--- src/rtl/fifo_uart_tx.sv ---
// Serial transmitter fed from a registered-read FIFO: pops one word, then sends
// start bit, DATA_WIDTH data bits LSB first and a stop bit.
module fifo_uart_tx #(
  parameter int DATA_WIDTH   = 8,
  parameter int CLKS_PER_BIT = 16
) (
  input  logic                  clk,
  input  logic                  rst,
  input  logic                  enable,
  input  logic                  fifo_empty,
  input  logic [DATA_WIDTH-1:0] fifo_data,
  output logic                  fifo_rd_cs,
  output logic                  fifo_rd_en,
  output logic                  tx,
  output logic                  busy,
  output logic                  tx_done,
  output logic [15:0]           frame_cnt
);
  // state | meaning
  // IDLE  | line idle, waiting for enable with a non-empty FIFO
  // POP   | FIFO read strobe cycle
  // LATCH | waiting for the registered FIFO read data
  // START | start bit (tx low)
  // DATA  | data bits, LSB first
  // STOP  | stop bit; at its end either pop the next word or go idle
  typedef enum logic [2:0] {IDLE, POP, LATCH, START, DATA, STOP} state_t;

  localparam int TW = $clog2(CLKS_PER_BIT);
  localparam int BW = (DATA_WIDTH > 1) ? $clog2(DATA_WIDTH) : 1;
  localparam logic [TW-1:0] TIMER_LAST = TW'(CLKS_PER_BIT - 1);
  localparam logic [BW-1:0] BIT_LAST   = BW'(DATA_WIDTH - 1);

  state_t                state_q, state_d;
  logic [TW-1:0]         timer_q, timer_d;
  logic [BW-1:0]         bit_cnt_q, bit_cnt_d;
  logic [DATA_WIDTH-1:0] shift_q, shift_d;
  logic                  tx_q, tx_d;
  logic                  tx_done_q, tx_done_d;
  logic [15:0]           frame_cnt_q, frame_cnt_d;
  logic                  pop_ok;
  logic                  bit_end;

  assign pop_ok  = enable && !fifo_empty;
  assign bit_end = (timer_q == TIMER_LAST);

  always_comb begin
    state_d     = state_q;
    timer_d     = timer_q;
    bit_cnt_d   = bit_cnt_q;
    shift_d     = shift_q;
    tx_d        = tx_q;
    tx_done_d   = 1'b0;
    frame_cnt_d = frame_cnt_q;
    case (state_q)
      IDLE: begin
        if (pop_ok) state_d = POP;
      end
      POP: begin
        state_d = LATCH;
      end
      LATCH: begin
        shift_d   = fifo_data;
        tx_d      = 1'b0;
        timer_d   = '0;
        bit_cnt_d = '0;
        state_d   = START;
      end
      START: begin
        if (bit_end) begin
          timer_d = '0;
          tx_d    = shift_q[0];
          shift_d = shift_q >> 1;
          state_d = DATA;
        end else begin
          timer_d = timer_q + TW'(1);
        end
      end
      DATA: begin
        if (bit_end) begin
          timer_d = '0;
          if (bit_cnt_q == BIT_LAST) begin
            tx_d    = 1'b1;
            state_d = STOP;
          end else begin
            bit_cnt_d = bit_cnt_q + BW'(1);
            tx_d      = shift_q[0];
            shift_d   = shift_q >> 1;
          end
        end else begin
          timer_d = timer_q + TW'(1);
        end
      end
      STOP: begin
        if (bit_end) begin
          timer_d     = '0;
          tx_done_d   = 1'b1;
          frame_cnt_d = frame_cnt_q + 16'd1;
          // Chaining straight into POP keeps the inter-frame gap at two cycles.
          state_d     = pop_ok ? POP : IDLE;
        end else begin
          timer_d = timer_q + TW'(1);
        end
      end
      default: state_d = IDLE;
    endcase
  end

  always_ff @(posedge clk or posedge rst) begin
    if (rst) begin
      state_q     <= IDLE;
      timer_q     <= '0;
      bit_cnt_q   <= '0;
      shift_q     <= '0;
      tx_q        <= 1'b1;
      tx_done_q   <= 1'b0;
      frame_cnt_q <= '0;
    end else begin
      state_q     <= state_d;
      timer_q     <= timer_d;
      bit_cnt_q   <= bit_cnt_d;
      shift_q     <= shift_d;
      tx_q        <= tx_d;
      tx_done_q   <= tx_done_d;
      frame_cnt_q <= frame_cnt_d;
    end
  end

  assign tx         = tx_q;
  assign tx_done    = tx_done_q;
  assign frame_cnt  = frame_cnt_q;
  assign busy       = (state_q != IDLE);
  assign fifo_rd_cs = (state_q == POP);
  assign fifo_rd_en = (state_q == POP);

endmodule

--- config.mk ---
export PLATFORM = sky130hd
export DESIGN_NAME = fifo_uart_tx
export DESIGN_NICKNAME = d
export VERILOG_FILES = /design/src/rtl/fifo_uart_tx.sv
export SDC_FILE = /design/constraint.sdc
export NUM_CORES = 1
export LEC_CHECK = 0
export ABC_AREA = 1
export BUFFER_PORTS_ARGS = -buffer_cell sky130_fd_sc_hd__buf_2
export CAP_MARGIN = 20
export CORE_MARGIN = 8
export CORE_UTILIZATION = 44
export CTS_CLUSTER_SIZE = 40
export DETAILED_ROUTE_END_ITERATION = 7
export PLACE_DENSITY = 0.67
export SLEW_MARGIN = 15
export SYNTH_ARGS = -nofsm -noshare
export SYNTH_HDL_FRONTEND = slang
export SYNTH_SLANG_ARGS = --single-unit
--- constraint.sdc ---
create_clock -name clk -period 4.65 [get_ports clk]
set_clock_uncertainty 0.1 [all_clocks]
set_input_delay 1.1625 -clock clk [delete_from_list [all_inputs] [get_ports clk]]
set_output_delay 1.1625 -clock clk [all_outputs]
set_load 0.005 [all_outputs]
; ---- Word-level counts from Yosys, hierarchy flattened
; Index checks and enable logic that the tools add are counted.
[totals]
in_bits = 12
word_cells = 58
regBits = 36
output_inout_bits = 21
[classes]
n_reduce_logical = 13
eq_ne = 13
mux = 22
n_addsub = 3
[ops]
columns = cell, n
row1 = $mux W8, 3
row2 = $pmux W8 S3, 1
row3 = $mux W3, 7
row4 = $pmux W3 S6, 1
row5 = $add A16 B1 Y16 const B, 1
row6 = $ne A2 B2 Y1 const B, 6
row7 = $eq A3 B3 Y1 const B, 3
row8 = $pmux W4 S2, 1
row9 = $eq A3 B2 Y1 const B, 2
row10 = $mux W1, 6
row11 = $pmux W3 S2, 1
row12 = $reduce_and A3 Y1, 2
row13 = $reduce_bool A3 Y1, 2
row14 = $reduce_and A5 Y1, 1
row15 = $add A4 B1 Y4 const B, 1
row16 = $eq A4 B4 Y1 const B, 1
row17 = $mux W4, 1
row18 = $reduce_and A4 Y1, 1
row19 = $reduce_bool A2 Y1, 2
row20 = $add A3 B1 Y3 const B, 1
row21 = $eq A3 B1 Y1 const B, 1
row22 = $logic_not A3 Y1, 1
row23 = $pmux W1 S3, 1
row24 = $reduce_or A3 Y1, 1
row25 = other kinds (3), 3

; ---- Depth between registers and ports, before layout
; Gate-level depths: netlist of run 1.
[depth]
ltp_word = 5
depth_mapped = 9
depth_no_buf = 9

; ---- Worst setup path after synthesis of run 1
; No wires, ideal clock.
[synth_timing]
path_type = reg-to-output
from = reg state_q[0]
to = out fifo_rd_en
slack_ps = 2476
n_path_buf = 1
arrival_time_ps = 912
path_stages_with_launch = 4
t_required_ps = 3388
cell_sequence = dfrtp_1 > inv_1 > nor3_1 > buf_4
[synth_via]
elab_chain_len = 1
[synth_rtl]
columns = element, line
row1 = start: declaration, 33  ; state_t state_q, state_d;
row2 = start signal: assignment, 118  ; state_q <= state_d;
row3 = $eq A3 B1 Y1, --
row4 = end: declaration, 13  ; output logic fifo_rd_en,
; Every way passes these cells.

; ---- Final worst setup path of run 1
[layout_timing]
from = reg state_q[0]
to = out fifo_rd_en
[layout_via]
elab_chain_len = 1
[layout_rtl]
columns = element, line
row1 = $eq A3 B1 Y1, 133  ; assign fifo_rd_en = (state_q == POP);
; Every way passes these cells.

==> reports/qor.csv, run 1 <==
metric;value;unit
cts_max_level;2;
leakagePower;1.21;nW
clockBufferDepth;2;
synth_area;0.00196;mm^2
path_buf_inv;2;
drt-total-wl;4100;um
worst_slew_pin_slew;0.575;ns
rsz0062_at_grt;false;
dieArea;0.00685;mm^2
synth_warnings;0;
end_kind;primary output;
gp_congestion;0.827;
io_buffers;32;
syn_area_per_cell;7.48;um^2
grt_pass1_wl;7020;um
cts-resized-gates;0;
diodes;0;
multi_input_area;947;um^2
hold_viol;0;
synth_top_flop_cell;dfrtp_1;
p_per_area;451;mW/mm^2
start_util;45.3;%
hold_buffers;0;
die_x;82.8;um
max_freq;406;MHz
dp_hpwl;2980;um
grt_util_all_layers;13.3;%
drt-pass1-iter-count;4;
cts_setup_buffers;0;
setup_viol;0;
ys_top_cells_by_count;119 x nand2_1, 35 x dfrtp_1, 20 x nor2_1;
vias_per_cell;4.79;
yosysTopAreaCell;dfrtp_1;
numCtsBuffers;5;
grt-ovfl-total;0;
synthArstFlopShare;100;%
cts_tree;done;
fp-row-count;24;
chipHeight;82.8;um
maxSlewHeadroom;61.7;%
outcome;finished, final reports clean;
drt_iter0_drc;92;
fillers;443;
vias;1690;
synth_edf_count;0;
grt_max_degree;23;
final_core_util;52.3;%
cp_cell_sequence;inv_1, nor3_1, buf_2;
grt_pass1_vias;1586;
drive_gt1_share;19.6;%
post_drt_wl_per_cell;11.6;um
ios;33;
synth_top_area_share;44.7;%
area.growth.synth_to_final;15.3;%
clk_latency;0.28;ns
yosys.cell_count.top_type;nand2_1;
synth_nets;278;
crit_family;flip-flops;
cap_viol_max_count;0;
cp.arrival;1.20;ns
tns;0;ns
antenna_left;0;
yosysSeqAreaShare;46.0;%
fin_crit_sh;53.0;%
critPathKind;flip-flop to primary output;
period_minus_slack;2.46;ns
total_power;1.02;mW
clock_sinks;36;
crit_slowest_cell;dfrtp_1;
crit_path_max_incr_delay;0.46;ns
ys_types;27;
ys_top_cells_by_area;dfrtp_1 45%, nand2_1 23%, nor2_1 3.8%, inv_1 3.3%, nand3_1 2.8%;
cp.required;3.39;ns
path_clk_slew;0.07;ns
coreArea;0.00432;mm^2
synthCells;262;
timing.hold.ws;0.381;ns
slew_viol_final;0;
drc;0;
ys_seq_elements;36;
register_area;902;um^2
fin_nets;316;
antenna_found_initial;0;
irDropWorstVdd;0.209;mV
start_kind;flip-flop;
cp_max_fo;6;
clock-root-buffer;clkbuf_8;
hp-class;flip-flop to flip-flop;
-- state kept, by name, indices dropped and copies added (netlist names) --
register,flops
tx_done,1
shift_q,8
tx,1
state_q,3
timer_q,4
bit_cnt_q,3
frame_cnt,16
-- worst reg2reg max path, cell delays in order, from the launching register on --
cell	delay, ns
dfrtp_1	0.41
ha_1	0.22
nand3_2	0.20
nor2_4	0.40
nand3_1	0.25
clkinv_1	0.13
nand2_1	0.05
nand2_1	0.07
nand2_1	0.05
-- metrics by stage --
| step | cells | cell area, um^2 | setup WS, ns |
|---|---|---|---|
| final | 353 | 2260 | 2.19 |
| after global routing | 353 | 2260 | 2.07 |
| after CTS | 353 | 2260 | 2.16 |
| after detailed placement | 345 | 2180 | 2.49 |
| after global placement | 345 | 2180 | 2.53 |
| after floorplan | 262 | 1960 | 2.48 |
-- power by group --
part	total (mW)	internal (mW)	switching (mW)
registers	0.443	0.383	0.0591
clock network	0.211	0.105	0.106
logic	0.364	0.129	0.235
total	1.02	0.618	0.400
-- metal layers --
layer / track usage, % / part of all wire (%)
met1: 16.6 / 48
met2: 21.0 / 47
met3: 3.35 / 3.4
met4: 6.03 / 1.5
met5: 0 / 0
-- layout by cell type, fill, tap and decap left out --
cell      instances
nand2_1         119
dfrtp_1          35
buf_2            32
nor2_1           20
inv_1            17
nand3_1          11
o21ai_1          11
inv_2             6
xnor2_1           5
clkbuf_8          5
nand3_2           4
nand4_1           4
nand3b_1          4
ha_1              4
nand2_2           3
xor2_1            3
nand2_4           2
o21ai_0           2
clkbuf_1          2
nor2_4            1
nor2_2            1
inv_4             1
o221ai_1          1
or2_1             1
a21oi_1           1
or2_2             1
nor3_1            1
clkinv_1          1
clkinv_2          1
buf_4             1
dfstp_2           1
-- cell families (layout without fill, tap and decap cells) --
group                    count (synthesis)  in the layout  synth area share [%]
adder cells (fa/ha/maj)                  4              4                  2.55
buffers and inverters                   27             66                  5.68
XOR/XNOR                                 8              8                  3.57
flip-flops                              36             36                  46.0
AND/OR/NAND/NOR                        172            172                  38.2
AO/OA/AOI/OAI                           15             15                  4.02
-- worst paths after layout --
check	startpoint	end	slack [ns]	depth (start not counted)
worst max-delay path	state_q[0]	fifo_rd_en	2.19	3
min in group asynchronous	rst	shift_q[0]	0.83	2
max in group asynchronous	rst	bit_cnt_q[1]	2.93	3
worst min register to register	shift_q[5]	shift_q[5]	0.38	2
worst min-delay path	shift_q[5]	shift_q[5]	0.38	2
worst max register to register	timer_q[0]	frame_cnt[11]	2.67	8
-- layout make-up --
type | instances | share of cell area (%)
timing repair buffer | 33 | 7.42
multi-input combinational | 199 | 41.9
tap | 52 | 2.88
clock inverter | 1 | 0.221
inverter | 25 | 4.26
sequential | 36 | 39.9
clock buffer | 7 | 3.38
(Power assumes the default switching activity.)
==> inputs of run 2 (changes only) <==
- clock period: 4.65 -> 2.51 ns (I/O delays scaled with it)
==> run 2 against run 1 <==
Effect of this change: utilization rose by 0.61 points; die area unchanged; worst hold slack lost 0.056 ns; critical endpoint unchanged; combinational power rose by 84%; critical path type unchanged; largest cell class unchanged; highest routed layer unchanged; non-clock buffer count did not move; via count increased by 0.24%; register-to-register slack got worse by 2.0 ns.
==> reports/qor.csv, run 2 (same netlist as run 1, synthesis figures left out) <==
metric;value;unit;change
clockBufferDepth;2;;unchanged
hold_buffers;0;;unchanged
grt_pass1_vias;1623;;+2.3%
final_cell_mix;119 x nand2_1, 35 x dfrtp_1, 32 x buf_2;;
p_per_area;870;mW/mm^2;+93%
start_util;45.3;%;unchanged
ios;33;;unchanged
irDropWorstVdd;0.487;mV;+130%
dpl_worst_slack;0.614;ns;-1.87 ns
final_core_util;52.9;%;+0.61 points
clk_latency;0.29;ns;about the same
worst_slew_pin_slew;0.439;ns;-0.135 ns
drt-pass1-iter-count;4;;unchanged
end_kind;primary output;;
final_cells;353;;unchanged
path_clk_slew;0.07;ns;about the same
vias_per_cell;4.80;;+0.24%
final.setup.worst_slack;0.523;ns;-1.66 ns
chipHeight;82.8;um;unchanged
slew_viol_final;0;;unchanged
cp.arrival;1.26;ns;+0.06 ns
diodes;0;;unchanged
cts_setup_buffers;0;;unchanged
hp-class;primary input to asynchronous set/reset pin;;
period_minus_slack;1.99;ns;
vias;1694;;+0.24%
cts-resized-gates;0;;unchanged
power.internal;1.24;mW;+100%
swShare;37.5;%;-1.9 points
drt-total-wl;4020;um;-1.9%
final_area;0.00229;mm^2;+1.2%
cp.required;1.78;ns;-1.61 ns
cap_viol_max_count;0;;unchanged
multi_input_area;947;um^2;unchanged
antenna_found_initial;0;;unchanged
critPathKind;flip-flop to primary output;;
grt_util_all_layers;13.1;%;-0.15 points
fp-row-count;24;;unchanged
grt-ovfl-total;0;;unchanged
p_comb_share;33.7;%;-2.1 points
hold_viol;0;;unchanged
final_common_cell;nand2_1;;
antenna_left;0;;unchanged
drt_iter0_drc;68;;-26%
largest_register_ffs;16;;unchanged
max_freq;503;MHz;
cts_max_level;2;;unchanged
area.growth.synth_to_final;16.6;%;
start_kind;flip-flop;;
p_clk_share;25.2;%;+4.4 points
drc;0;;unchanged
total_power;1.99;mW;+95%
leakagePower;1.22;nW;+1.1%
setup_viol;0;;unchanged
register_area;902;um^2;unchanged
fin_nets;316;;unchanged
rsz0062_at_grt;false;;
dp_hpwl;2980;um;-0.12%
tns;0;ns;unchanged
dp_cells;345;;unchanged
drive_gt1_share;19.9;%;+0.33 points
io_buffers;32;;unchanged
cp_cell_sequence;inv_1, nor3_1, buf_2;;
fillers;445;;+0.45%
cp_max_fo;6;;unchanged
numCtsBuffers;5;;unchanged
crit_path_max_incr_delay;0.47;ns;about the same
grt_max_degree;37;;+61%
post_drt_wl_per_cell;11.4;um;-1.9%
fin_crit_sh;79.2;%;
switchingPower;0.745;mW;+86%
dieArea;0.00685;mm^2;unchanged
clock_sinks;36;;unchanged
gp_congestion;0.825;;-0.28%
dpl-instance-area;0.00218;mm^2;unchanged
grt_pass1_wl;7020;um;about the same
seq_power_share;41.1;%;-2.4 points
timing.hold.ws;0.326;ns;-0.0556 ns
clock-root-buffer;clkbuf_8;;
die_x;82.8;um;unchanged
cts_tree;done;;
crit_slowest_cell;dfrtp_1;;
coreArea;0.00432;mm^2;unchanged
outcome;finished, final reports clean;;
maxSlewHeadroom;70.7;%;+9.0 points
## run 2: area by class of cell
class                           instances  area share, %
Multi-Input combinational cell        199           41.4
Sequential cell                        36           39.5
Timing Repair Buffer                   33           7.33
Inverter                               25           4.21
Clock buffer                            6           3.17
Tap cell                               52           2.85
Clock inverter                          2           1.53
## run 2: per-layer routing
layer,up-vias,routed length [um],global-route usage [%]
met5,-,0,0
met3,5,176,3.90
li1,900,-,-
met1,767,1940,16.3
met4,0,71,6.03
met2,22,1840,20.4
## run 2: worst paths after layout
check,slack (ns),start,endpoint,cells after the start
worst max-delay path,0.52,state_q[0],fifo_rd_en,3
worst min-delay path,0.33,rst,state_q[2],3
worst max register to register,0.63,timer_q[0],frame_cnt[11],8
worst min register to register,0.38,shift_q[1],shift_q[1],2
max in group asynchronous,1.65,rst,tx,3
min in group clk,0.38,shift_q[1],shift_q[1],2
## run 2: worst max-delay path: cells and delay by family (launching register included)
| family | cells | cell delay (ns) |
|---|---|---|
| simple gates | 1 | 0.24 |
| buf+inv | 2 | 0.27 |
| flops | 1 | 0.47 |
## run 2: power by group through the flow
stage | logic (mW) | clock network (mW) | registers (mW)
2_1_floorplan | 0.539 | 0 | 0.808
3_3_place_gp | 0.674 | 0 | 0.823
3_5_place_dp | 0.680 | 0 | 0.828
4_1_cts | 0.685 | 0.513 | 0.819
5_1_grt | 0.780 | 0.534 | 0.841
6_report | 0.670 | 0.501 | 0.818
